**src/rtl/mc_main_ctrl.sv**
```systemverilog
// Multicycle MIPS main control FSM: sequences fetch/decode/execute/memory/writeback
// and drives every datapath select and write enable. ADDI support via MC_MAIN_CTRL_ADDI_EN.
module mc_main_ctrl #(
   parameter logic [3:0] RESET_STATE = 4'd0
) (
   input  logic       clk,
   input  logic       rst_n,
   input  logic [5:0] opcode,
   input  logic       mem_ready,
   output logic [1:0] alu_op,
   output logic       alu_src_a,
   output logic [1:0] alu_src_b,
   output logic [1:0] pc_src,
   output logic       pc_write,
   output logic       branch,
   output logic       ior_d,
   output logic       ir_write,
   output logic       mem_write,
   output logic       reg_write,
   output logic       reg_dst,
   output logic       mem_to_reg,
   output logic       illegal_op,
   output logic [3:0] state
);

   typedef enum logic [3:0] {
      FETCH  = 4'd0,
      DECODE = 4'd1,
      MEMADR = 4'd2,
      MEMRD  = 4'd3,
      MEMWB  = 4'd4,
      MEMWR  = 4'd5,
      EXEC   = 4'd6,
      ALUWB  = 4'd7,
      BRANCH = 4'd8,
      ADDIEX = 4'd9,
      ADDIWB = 4'd10,
      JUMP   = 4'd11
   } state_t;

   localparam logic [5:0] OP_RTYPE = 6'b000000;
   localparam logic [5:0] OP_J     = 6'b000010;
   localparam logic [5:0] OP_BEQ   = 6'b000100;
   localparam logic [5:0] OP_ADDI  = 6'b001000;
   localparam logic [5:0] OP_LW    = 6'b100011;
   localparam logic [5:0] OP_SW    = 6'b101011;

   state_t state_reg;
   state_t state_next;

   always_ff @(posedge clk or negedge rst_n) begin
      if (!rst_n) begin
         state_reg <= state_t'(RESET_STATE);
      end else begin
         state_reg <= state_next;
      end
   end

   assign state = state_reg;

   always_comb begin
      state_next = FETCH;
      alu_op     = 2'b00;
      alu_src_a  = 1'b0;
      alu_src_b  = 2'b00;
      pc_src     = 2'b00;
      pc_write   = 1'b0;
      branch     = 1'b0;
      ior_d      = 1'b0;
      ir_write   = 1'b0;
      mem_write  = 1'b0;
      reg_write  = 1'b0;
      reg_dst    = 1'b0;
      mem_to_reg = 1'b0;
      illegal_op = 1'b0;

      case (state_reg)
         FETCH: begin
            // PC+4 and IR load only commit in the cycle the fetch completes
            alu_src_b  = 2'b01;
            ir_write   = mem_ready;
            pc_write   = mem_ready;
            state_next = mem_ready ? DECODE : FETCH;
         end
         DECODE: begin
            alu_src_b = 2'b11;
            case (opcode)
               OP_LW, OP_SW: state_next = MEMADR;
               OP_RTYPE:     state_next = EXEC;
               OP_BEQ:       state_next = BRANCH;
               OP_J:         state_next = JUMP;
`ifdef MC_MAIN_CTRL_ADDI_EN
               OP_ADDI:      state_next = ADDIEX;
`endif
               default: begin
                  illegal_op = 1'b1;
                  state_next = FETCH;
               end
            endcase
         end
         MEMADR: begin
            alu_src_a  = 1'b1;
            alu_src_b  = 2'b10;
            // IR holds until the next fetch, so opcode is still lw or sw here
            state_next = (opcode == OP_SW) ? MEMWR : MEMRD;
         end
         MEMRD: begin
            ior_d      = 1'b1;
            state_next = mem_ready ? MEMWB : MEMRD;
         end
         MEMWB: begin
            mem_to_reg = 1'b1;
            reg_write  = 1'b1;
            state_next = FETCH;
         end
         MEMWR: begin
            ior_d      = 1'b1;
            mem_write  = 1'b1;
            state_next = mem_ready ? FETCH : MEMWR;
         end
         EXEC: begin
            alu_src_a  = 1'b1;
            alu_op     = 2'b10;
            state_next = ALUWB;
         end
         ALUWB: begin
            reg_dst    = 1'b1;
            reg_write  = 1'b1;
            state_next = FETCH;
         end
         BRANCH: begin
            alu_src_a  = 1'b1;
            alu_op     = 2'b01;
            pc_src     = 2'b01;
            branch     = 1'b1;
            state_next = FETCH;
         end
`ifdef MC_MAIN_CTRL_ADDI_EN
         ADDIEX: begin
            alu_src_a  = 1'b1;
            alu_src_b  = 2'b10;
            state_next = ADDIWB;
         end
         ADDIWB: begin
            reg_write  = 1'b1;
            state_next = FETCH;
         end
`endif
         JUMP: begin
            pc_src     = 2'b10;
            pc_write   = 1'b1;
            state_next = FETCH;
         end
         default: begin
            state_next = FETCH;
         end
      endcase
   end

endmodule

```
**config.mk**
```make
export PLATFORM = sky130hd
export DESIGN_NAME = mc_main_ctrl
export DESIGN_NICKNAME = d
export VERILOG_FILES = /design/src/rtl/mc_main_ctrl.sv
export SDC_FILE = /design/constraint.sdc
export NUM_CORES = 1
export LEC_CHECK = 0
export CORE_AREA = 2 2 39 41
export DETAILED_ROUTE_END_ITERATION = 12
export DIE_AREA = 0 0 41 43
export MAX_ROUTING_LAYER = met4
export PLACE_DENSITY = 0.79
export SLEW_MARGIN = 20
export SYNTH_ARGS = -nofsm -noshare
export SYNTH_HDL_FRONTEND = slang
export SYNTH_SLANG_ARGS = --single-unit
export TNS_END_PERCENT = 20
```
**constraint.sdc**
```tcl
create_clock -name clk -period 6.39 [get_ports clk]
set_input_delay 1.917 -clock clk [delete_from_list [all_inputs] [get_ports clk]]
set_output_delay 1.917 -clock clk [all_outputs]
set_load 0.02 [all_outputs]
```
==> flow_summary.json <==
{
  "required_ns": 4.47,
  "fp.dieH_um": 43,
  "worstSetupStartpointType": "primary input",
  "dp_hpwl_um": 1020,
  "cts_buffers": 3,
  "ys_seq_area_share_pct": 20.4,
  "grt_pass1_wl_um": 2110,
  "die_x_um": 41,
  "dieArea_sq_um": 1760,
  "fin_tns_setup_ns": 0,
  "p_leak_nw": 0.261,
  "fin_crit_ns": 5.69,
  "final_area_sq_um": 779,
  "synth_area_leaders": "dfrtp_1 (20%), nor3_1 (7.1%), nand2b_1 (6.4%)",
  "max_cap_viol_count": 0,
  "cts_tree": "done",
  "placed_area_sq_um": 757,
  "cp-end-kind": "primary output",
  "layout-drive-gt1-share_pct": 7.78,
  "diodes": 0,
  "syn-num-nets": 74,
  "synth_cells": 65,
  "post_cts_buffers": 0,
  "synth_top_area_share_pct": 20.4,
  "timing.fmax_ghz": 0.176,
  "cts_num_sinks": 4,
  "outcome": "finished clean",
  "post-route-period-util_pct": 89.0,
  "path_class": "in -> out",
  "synthTopCellsByCount": "nor2_1 (7), nor3_1 (7), nand2b_1 (5), dfrtp_1 (4)",
  "hold_violations": 0,
  "drc": 0,
  "yosysTopAreaCell": "dfrtp_1",
  "drv_slew": 0,
  "clock_latency_ns": 0.25,
  "grt_antenna_before_repair": 0,
  "vias": 588,
  "grt_max_degree": 15,
  "initial_core_util_pct": 35.4,
  "yosysWarningCount": 0,
  "largest_reg_flops": 4,
  "h-tree-depth": 1,
  "grt_use_total_pct": 18.0,
  "ant_nets": 0,
  "synth_seq_cells": 4,
  "relSlewSlack_pct": 73.1,
  "worstMarginPinSlew_ns": 0.404,
  "critPathArrivalTime_ns": 3.77,
  "async_flop_share_pct": 100,
  "overflow": 0,
  "clk_pin_slew_ns": 0.04,
  "first_pass_iters": 4,
  "powerDensity_nw_per_um2": 263,
  "rows": 14,
  "grt_pass1_vias": 484,
  "synth_ff_type": "dfrtp_1",
  "wl_um": 1330,
  "wl_per_cell_um": 12.6,
  "clockBufferDepth": 2,
  "skew_ns": 0.00542,
  "yosys.cell_types.count": 34,
  "cts-resized-gates": 0,
  "syn_area_sq_um": 490,
  "cts_hold_repair.buffers": 0,
  "io_buffers": 28,
  "ir_worst_vdd_uv": 164,
  "clockRootBuffer": "clkbuf_4",
  "path_max_fanout": 7,
  "finalSetupViolCount": 0,
  "rsz0062_at_grt": "no",
  "hp-class": "reg -> reg",
  "nFillCells": 140,
  "area_growth_pct": 58.9,
  "synth_area_per_cell_sq_um": 7.55,
  "routabilityCongestion": 0.782,
  "synth_edf_count": 0,
  "nNetsFinal": 101,
  "coreArea_sq_um": 1380,
  "num_io_pins": 29,
  "vias_per_cell": 5.55,
  "drt_iter0_markers": 17
}
## cell families after synthesis
group	Yosys count	share of synthesized area, %
multiplexers	2	4.34
XOR/XNOR	2	3.57
AO/OA/AOI/OAI	14	24.0
flip-flops	4	20.4
AND/OR/NAND/NOR	35	39.3
buffers and inverters	8	8.42
## final cells by class
cell class / instances / area, sq um / share of cell area (%)
repair buffers: 28 / 280 / 36.0
well taps: 16 / 20.0 / 2.57
multi-input cells: 53 / 349 / 44.8
flip-flops and latches: 4 / 100 / 12.8
clock buffers: 3 / 22.5 / 2.89
inverters: 2 / 7.51 / 0.963
## power breakdown
group	switching (mW)	internal, mW
registers	0.0165	0.0299
clock network	0.0114	0.0211
logic	0.0649	0.0611
## per-stage QoR
step	cells	total power [mW]	hold slack (ns)	setup WS, ns	util, %
after floorplan	65	0.116	0.732	1.67	-
after global placement	103	0.171	0.708	0.728	54.7
after detailed placement	103	0.173	0.706	0.712	54.7
after CTS	106	0.206	0.707	0.703	56.3
after global routing	106	0.219	0.732	0.645	56.3
final	106	0.205	0.709	0.703	56.3
## layout by cell type (no fill, tap or decap), types with 2 or more instances in the layout
master,Yosys,final
clkdlybuf4s50_1,0,28
inv_1,2,2
nand2b_1,5,5
nor2_1,7,7
nand3_1,3,3
xnor2_1,2,2
nor3_1,7,7
nand2_1,2,2
a21oi_1,2,2
or2_1,2,2
clkbuf_4,0,3
nor4_1,2,2
nand4_1,2,2
o21ai_0,2,2
dfrtp_1,4,4
## worst paths after layout
| kind | start | endpoint | slack, ns | depth (start not counted) |
|---|---|---|---|---|
| worst max-delay path | opcode[1] | illegal_op | 0.70 | 5 |
| worst min-delay path | state[3] | state[2] | 0.71 | 1 |
| worst max register to register | state[2] | state[1] | 4.79 | 4 |
| worst min register to register | state[3] | state[2] | 0.71 | 1 |
| max in group asynchronous | rst_n | state[3] | 4.36 | 1 |
| min in group asynchronous | rst_n | state[1] | 1.87 | 1 |
## metal layers
| layer | vias up | wire length (um) | GRT usage (%) | part of all wire [%] |
|---|---|---|---|---|
| met2 | 34 | 597 | 24.4 | 45 |
| met1 | 252 | 547 | 20.7 | 41 |
| li1 | 295 | - | - | - |
| met5 | - | 0 | - | 0 |
| met3 | 7 | 133 | 6.28 | 10 |
| met4 | 0 | 53 | 14.0 | 4.0 |
## worst max-delay path: stages
cell and delay (ns):
clkdlybuf4s50_1 0.52, or4_4 0.60, a21oi_1 0.14, nor2_1 0.05, clkdlybuf4s50_1 0.54
Note: power is estimated with default switching activity, not from simulation.
